### src/rtl/seq_mult_4x4_if.sv
// seq_mult_4x4_if
// Start/done handshake and operand/result bus for the sequential 4x4 multiplier.
//   start  - request, honoured only while the multiplier is idle
//   a, b   - 4-bit unsigned operands, captured on the accepting edge
//   ready  - multiplier idle, a start will be accepted
//   busy   - multiplier computing
//   done   - one-cycle pulse when p holds a fresh product
//   p      - 8-bit registered product, held until the next result
// master: the requester (test harness / control FSM); slave: the multiplier.
interface seq_mult_4x4_if;
    logic       start;
    logic [3:0] a;
    logic [3:0] b;
    logic       ready;
    logic       busy;
    logic       done;
    logic [7:0] p;

    modport master (
        output start, a, b,
        input  ready, busy, done, p
    );

    modport slave (
        input  start, a, b,
        output ready, busy, done, p
    );
endinterface

### src/rtl/seq_mult_4x4.sv
// seq_mult_4x4
// Sequential 4x4 unsigned shift-and-add multiplier. A single 4-bit
// ripple-carry adder is reused every cycle to add one partial-product row
// into a shifting accumulator, giving a fixed 4-cycle compute latency.
// Ports:
//   clk    - rising-edge clock
//   rst_n  - asynchronous active-low reset
//   bus    - seq_mult_4x4_if slave: start/a/b in, ready/busy/done/p out
module seq_mult_4x4 (
    input  logic          clk,
    input  logic          rst_n,
    seq_mult_4x4_if.slave bus
);

    typedef enum logic [1:0] {
        IDLE = 2'd0,
        CALC = 2'd1,
        DONE = 2'd2
    } state_t;

    state_t     state;
    state_t     next_state;

    logic [3:0] m;
    logic [3:0] acc;
    logic [3:0] q;
    logic [1:0] cnt;
    logic [7:0] p_reg;

    logic [3:0] add_y;
    logic [3:0] add_s;
    logic [4:0] carry;
    logic       add_cout;
    logic [7:0] shifted;

    // The one arithmetic element: 4-bit ripple-carry adder computing
    // acc + (q[0] ? m : 0) with carry-in tied low.
    always_comb begin
        add_y    = q[0] ? m : 4'b0000;
        add_s    = 4'b0000;
        carry    = 5'b00000;
        carry[0] = 1'b0;
        for (int i = 0; i < 4; i++) begin
            add_s[i]     = acc[i] ^ add_y[i] ^ carry[i];
            carry[i + 1] = (acc[i] & add_y[i]) | (carry[i] & (acc[i] ^ add_y[i]));
        end
        add_cout = carry[4];
    end

    // {cout, sum, q} shifted right by one with the LSB dropped. Keeping cout
    // as the new MSB is what makes large products (e.g. 15*15) come out right.
    assign shifted = {add_cout, add_s, q[3:1]};

    // State register.
    always_ff @(posedge clk or negedge rst_n) begin
        if (!rst_n) begin
            state <= IDLE;
        end else begin
            state <= next_state;
        end
    end

    // Next-state logic: start only matters in IDLE, DONE always returns to IDLE.
    always_comb begin
        next_state = state;
        case (state)
            IDLE: if (bus.start) next_state = CALC;
            CALC: if (cnt == 2'd3) next_state = DONE;
            DONE: next_state = IDLE;
            default: next_state = IDLE;
        endcase
    end

    // Datapath: operands load on the accepting edge, four shift-add steps
    // follow, and the product register only updates on the last step.
    always_ff @(posedge clk or negedge rst_n) begin
        if (!rst_n) begin
            m     <= 4'h0;
            acc   <= 4'h0;
            q     <= 4'h0;
            cnt   <= 2'd0;
            p_reg <= 8'h00;
        end else begin
            case (state)
                IDLE: begin
                    if (bus.start) begin
                        m   <= bus.a;
                        q   <= bus.b;
                        acc <= 4'h0;
                        cnt <= 2'd0;
                    end
                end
                CALC: begin
                    acc <= shifted[7:4];
                    q   <= shifted[3:0];
                    cnt <= cnt + 2'd1;
                    if (cnt == 2'd3) begin
                        p_reg <= shifted;
                    end
                end
                default: begin
                end
            endcase
        end
    end

    // Handshake outputs are decoded purely from the registered state.
    assign bus.ready = (state == IDLE);
    assign bus.busy  = (state == CALC);
    assign bus.done  = (state == DONE);
    assign bus.p     = p_reg;

endmodule

### src/flat_wrapper.sv
// flat-port wrapper written by rule: the top's interface ports become plain ports
module seq_mult_4x4_flat 
  (clk, rst_n, bus_start, bus_a, bus_b, bus_ready, bus_busy, bus_done, bus_p);
  seq_mult_4x4_if bus_i ();
  input  logic clk;
  input  logic rst_n;
  input wire logic [$bits(bus_i.start)-1:0] bus_start;
  input wire logic [$bits(bus_i.a)-1:0] bus_a;
  input wire logic [$bits(bus_i.b)-1:0] bus_b;
  output wire logic [$bits(bus_i.ready)-1:0] bus_ready;
  output wire logic [$bits(bus_i.busy)-1:0] bus_busy;
  output wire logic [$bits(bus_i.done)-1:0] bus_done;
  output wire logic [$bits(bus_i.p)-1:0] bus_p;
  assign bus_i.start = bus_start;
  assign bus_i.a = bus_a;
  assign bus_i.b = bus_b;
  assign bus_ready = bus_i.ready;
  assign bus_busy = bus_i.busy;
  assign bus_done = bus_i.done;
  assign bus_p = bus_i.p;
  seq_mult_4x4 u_core (.clk(clk), .rst_n(rst_n), .bus(bus_i));
endmodule
### config.mk
export PLATFORM = sky130hd
export DESIGN_NAME = seq_mult_4x4_flat
export DESIGN_NICKNAME = d
export VERILOG_FILES = /design/src/rtl/seq_mult_4x4_if.sv /design/src/rtl/seq_mult_4x4.sv /design/src/flat_wrapper.sv
export SDC_FILE = /design/constraint.sdc
export NUM_CORES = 1
export LEC_CHECK = 0
export CORE_AREA = 2 2 46 48
export CTS_BUF_LIST = sky130_fd_sc_hd__clkbuf_8
export DETAILED_ROUTE_END_ITERATION = 16
export DIE_AREA = 0 0 48 50
export DONT_BUFFER_PORTS = 1
export PLACE_DENSITY = 0.78
export SLEW_MARGIN = 0
export SYNTH_ARGS = -nofsm -noshare
export SYNTH_HDL_FRONTEND = slang
export SYNTH_SLANG_ARGS = --single-unit
### constraint.sdc
create_clock -name clk -period 4.1 [get_ports clk]
set_clock_uncertainty 0.1 [all_clocks]
set_input_delay 0.41 -clock clk [delete_from_list [all_inputs] [get_ports clk]]
set_output_delay 0.41 -clock clk [all_outputs]
set_load 0.03 [all_outputs]
==> reports/summary.txt, run 1 <==
RSZ-0062 raised after global routing = no
Multi-input logic area = 436.7 µm²
GR Util met3 = 3.663%
CTS tree = done
GP Congestion = 0.7672
Hold Path Class = in2reg
Min setup slack post-route = 1806 ps
Tmin final = 2294 ps
Max_slew headroom = 31.17%
Leak pwr = 0.5189 nW
Antenna cells = 0
Post-CTS Setup Bufs = 0
Worst slew pin tran = 1029 ps
Fmax = 435.9 MHz
Final Hold Violating Endpoints = 0
Max Slew Vio Count = 0
Avg WL per Cell = 14.72 µm
H-tree depth = 1
CTS Root Cell = clkbuf_8
Dpl cells = 116
Clk slew on worst S/H paths = 80 ps
Die width = 48 µm
Final total power = 0.001039 W
Vias in the first global route = 687
Critical path class = reg2reg
CTS Sinks = 24
Setup TNS = 0 ps
HPWL after detailed placement = 1338 µm
Mean Syn Cell Area = 11.90 µm²
Number of core rows = 16
Share of layout cells above drive strength 1 = 18.09%
Net Count, Synth = 108
Period Utilization, post-route = 55.96%
Worst setup SP type = register
Cell Count, Final, Fillers Out = 121
Max capacitance violation total = 0
Max reg flops = 8
P&R area growth vs syn = 6.514%
Commonest cells after routing, fill and taps aside = dfrtp_1 (24), nand2_1 (12), o21ai_0 (9)
PwrDens = 891.0 nW/µm²
Number of remaining DRC errors = 0
Place WS = 1784 ps
IO Port Bufs = 0
Via count = 660
Post-synthesis sequential area ratio = 54.86%
Total GRT Usage = 17.37%
Path depth of the worst reg2reg path = 7
First-pass GRT wire length = 3042 µm
Routed wire length = 1781 µm
Total gr overflow = 0
WHS Path Cells = 1
Gate Count Post-Synth = 92
GR Util met2 = 28.00%
Post-synth top area share = 54.86%
Ranking of synthesized cells by area = dfrtp_1 (55%), mux2_2 (7.2%), fa_1 (5.5%), o21ai_0 (4.1%), nand2_1 (4.1%)
Die H = 50 µm
Vias per cell = 5.455
Clock Tree Buf Depth = 2
Total iterations of the first detailed-routing run = 4
Num CTS Buffers = 3
Status = complete, no violations
Clk Latency, worst-skew pair = 260 ps
Post-synthesis cell area = 1095 µm²
Final setup viols = 0
Drt initial violations = 5
Most Crowded Layer GR = met2
Synth cell types = 24
# IOs = 22
Worst EP arrival = 2330 ps
Sequential cell area = 600.6 µm²
Starting Density = 57.57%
Req. time, crit path = 4130 ps
Largest area contributor in the netlist = dfrtp_1
Most common cell after layout, fill and taps aside = dfrtp_1
Largest net degree at the start of global routing = 25
Max FO, Critical Path = 5
Setup crit end kind = register
Yosys synthesis warning count = 0
Peak VDD IR = 0.0003701 V
Core footprint = 1902 µm²
Grt met1 use = 24.82%
Hold WS = 196.6 ps
Die area = 2400 µm²
Initial antenna violation count = 0
FILL cells = 159
NumNets Final = 111
Remaining antenna violation count after routing = 0
Yosys reg bits = 24
worst max-delay path, stage by stage (launching register included):
cell	delay, ps
dfrtp_1	400
and2_1	140
ha_1	130
inv_1	50
fa_1	380
fa_1	390
fa_1	500
o21ai_0	90
synthesized netlist by cell type:
| cell | count |
|---|---|
| buf_2 | 1 |
| dfrtp_1 | 24 |
| o22ai_1 | 3 |
| ha_1 | 2 |
| inv_1 | 8 |
| o32ai_1 | 3 |
| fa_1 | 3 |
| nor2_1 | 6 |
| nand2b_4 | 1 |
| o21ai_0 | 9 |
| nor2_2 | 1 |
| o21bai_2 | 1 |
| nand2_1 | 12 |
| a21oi_1 | 1 |
| a22o_1 | 1 |
| mux2_2 | 7 |
| nor2b_1 | 1 |
| a221oi_1 | 1 |
| mux2_4 | 1 |
| and2_1 | 1 |
| or2b_1 | 1 |
| nand3b_4 | 1 |
| buf_6 | 2 |
| or2_2 | 1 |
metrics by stage:
step	cell area, µm²	util [%]
5_1_grt	1166	61.32
6_report	1166	61.32
3_5_place_dp	1101	57.89
3_3_place_gp	1101	57.89
2_1_floorplan	1095	-
4_1_cts	1166	61.32
where the power goes:
group	total [W]	switching [W]	internal, W
registers	0.000510	0.000160	0.000350
clock network	0.000157	0.0000712	0.0000855
logic	0.000373	0.000203	0.000169
total	0.00104	0.000434	0.000605
cell type report:
class                   instances  area share (%)
well taps                      27           2.897
clock buffers                   4           4.721
flip-flops and latches         24           51.50
repair buffers                  1          0.8584
inverters                       8           2.575
multi-input cells              57           37.45
final timing paths:
check / startpoint / to / slack [ps]
min in group asynchronous: rst_n / u_core.bus.p[4] / 670
min: bus_a[3] / u_core.m[3] / 200
max in group asynchronous: rst_n / u_core.m[0] / 2610
max reg2reg: u_core.q[0] / u_core.acc[2] / 1810
min reg2reg: u_core.acc[3] / u_core.acc[3] / 390
max: u_core.q[0] / u_core.acc[2] / 1810
layer usage:
layer | up-vias | routed length [µm]
met2 | 15 | 931
li1 | 315 | -
met5 | - | 0
met4 | 0 | 0
met1 | 330 | 765
met3 | 0 | 85
timing repair:
| item | CTS | global route |
|---|---|---|
| gates resized for setup | 0 | 0 |
| endpoints found under the hold margin | 24 | 0 |
| hold buffers | 1 | 0 |
kinds of logic after synthesis:
group                      after synthesis  share of synthesized area [%]
AOI/OAI and AO/OA                       19                          11.31
adders and majority gates                5                          7.771
buffers and inverters                   11                          5.257
DFF                                     24                          54.86
muxes                                    8                          8.571
and+or+nand+nor                         25                          12.23
(Power assumes the default switching activity.)
==> inputs of run 2 (changes only) <==
Clock period 4.1 ns to 2.2 ns, I/O delays scaled along.
==> reports/summary.txt, run 2 (same netlist as run 1, synthesis figures left out) <==
CP Launch Point = u_core.q[0]
Die H = 50 µm
First-pass GRT wire length = 3477 µm
Max capacitance violation total = 0
Setup crit end kind = register
Worst EP arrival = 2250 ps
Antenna cells = 0
NumNets Final = 116
CTS Sinks = 24
Routed wire length = 2050 µm
Initial antenna violation count = 0
Min setup slack post-route = 1.428 ps
Final core occ = 65.79%
Dpl cells = 118
Flop-to-flop setup slack = 1 ps
Crit path to = u_core.acc[2]
CTS Root Cell = clkbuf_8
Num CTS Buffers = 3
Die width = 48 µm
HPWL after detailed placement = 1395 µm
Post-DP Area = 1116 µm²
Reg2reg start = u_core.q[0]
RSZ-0062 raised after global routing = yes
Remaining antenna violation count after routing = 0
Tmin final = 2199 ps
Final Hold Violating Endpoints = 0
Number of core rows = 16
Number of remaining DRC errors = 0
Max FO, Critical Path = 2
Peak VDD IR = 0.0008174 V
Clock Tree Buf Depth = 2
Fmax = 454.8 MHz
Cell Count, Final, Fillers Out = 126
GP Congestion = 0.7967
Total GRT Usage = 20.62%
Die area = 2400 µm²
Commonest cells after routing, fill and taps aside = dfrtp_1 (24), nand2_1 (12), inv_1 (7), mux2_2 (7), o21ai_0 (7)
Cell area after layout = 1251 µm²
Final setup viols = 0
Core footprint = 1902 µm²
Post-CTS Setup Bufs = 0
PwrDens = 1718 nW/µm²
Via count = 717
Clk Latency, worst-skew pair = 270 ps
# IOs = 22
Vias in the first global route = 772
Most common cell after layout, fill and taps aside = dfrtp_1
Req. time, crit path = 2250 ps
H-tree depth = 1
Clk slew on worst S/H paths = 90 ps
Starting Density = 57.57%
Total iterations of the first detailed-routing run = 3
Max reg flops = 8
Worst slew pin tran = 1075 ps
Max_slew headroom = 28.06%
IO Port Bufs = 0
Leak pwr = 0.5509 nW
Avg WL per Cell = 16.27 µm
Place WS = -76.40 ps
Drt initial violations = 6
Period Utilization, post-route = 99.94%
CTS tree = done
Path depth of the worst reg2reg path = 7
Largest net degree at the start of global routing = 25
Status = complete, no violations
Max Slew Vio Count = 0
RR Endpoint = u_core.acc[2]
P&R area growth vs syn = 14.29%
Worst setup SP type = register
Vias per cell = 5.690
Hold Path Class = in2reg
Share of layout cells above drive strength 1 = 25.25%
Final total power = 0.002149 W
Total gr overflow = 0
Critical path class = reg2reg
FILL cells = 151
-- run 2: changes by cell type in the layout (fill, tap and decap cells not counted), sizes merged --
cell,before,now
bufinv,0,1
buf,0,2
dlygate4sd3,1,4
clkbuf,4,3
-- run 2: metrics by stage --
stage	TNS (ps)	hold slack [ps]
3_5_place_dp	-143.3	-175.0
3_3_place_gp	0	-175.0
4_1_cts	-92.05	0.5951
5_1_grt	-29.45	4.772
6_report	0	8.893
2_1_floorplan	0	-175.6
-- run 2: routing by layer --
layer	global-route usage [%]	wire length (µm)	vias to the layer above
met5	0	0	-
met4	6.757	38	0
met3	4.396	79	6
met1	25.66	847	370
met2	34.22	1084	16
li1	-	-	325
-- run 2: worst max-delay path, stage by stage (launching register included) --
cell and delay (ps):
dfrtp_1 360, and2_4 160, ha_4 120, inv_2 30, fa_2 330, fa_2 340, fa_1 540, o21ai_1 90
-- run 2: repair_timing --
action / 4_1_cts / 5_1_grt
pin swaps: 5 / 5
resized for setup: 8 / 1
hold buffers: 4 / 0
endpoints found under the setup margin: 2 / 4
hold endpoints to repair: 27 / 0
-- run 2: how the worst min path moves through the flow --
| stage | startpoint | to | slack (ps) | depth (start not counted) |
|---|---|---|---|---|
| global placement | rst_n | u_core.bus.p[4] | -180 | 0 |
| detailed placement | rst_n | u_core.acc[1] | -180 | 0 |
| CTS | bus_a[1] | u_core.m[1] | 0.6 | 1 |
| floorplan | rst_n | u_core.acc[0] | -180 | 0 |
| finish | bus_a[1] | u_core.m[1] | 9 | 1 |
| global route | bus_a[1] | u_core.m[1] | 5 | 1 |
-- run 2: report_power, final --
group	total (W)	switching [W]	internal, W
clock	0.000389	0.000146	0.000243
combinational	0.000810	0.000432	0.000378
sequential	0.000951	0.000299	0.000652
total	0.00215	0.000876	0.00127
-- run 2: final cells by class --
cell class,count,area (µm²),share of cell area (%)
sequential,24,600.6,48.00
multi-input combinational,57,460.4,36.80
timing repair buffer,6,55.05,4.400
clock buffer,3,41.29,3.300
tap,27,33.78,2.700
clock inverter,1,30.03,2.400
inverter,8,30.03,2.400
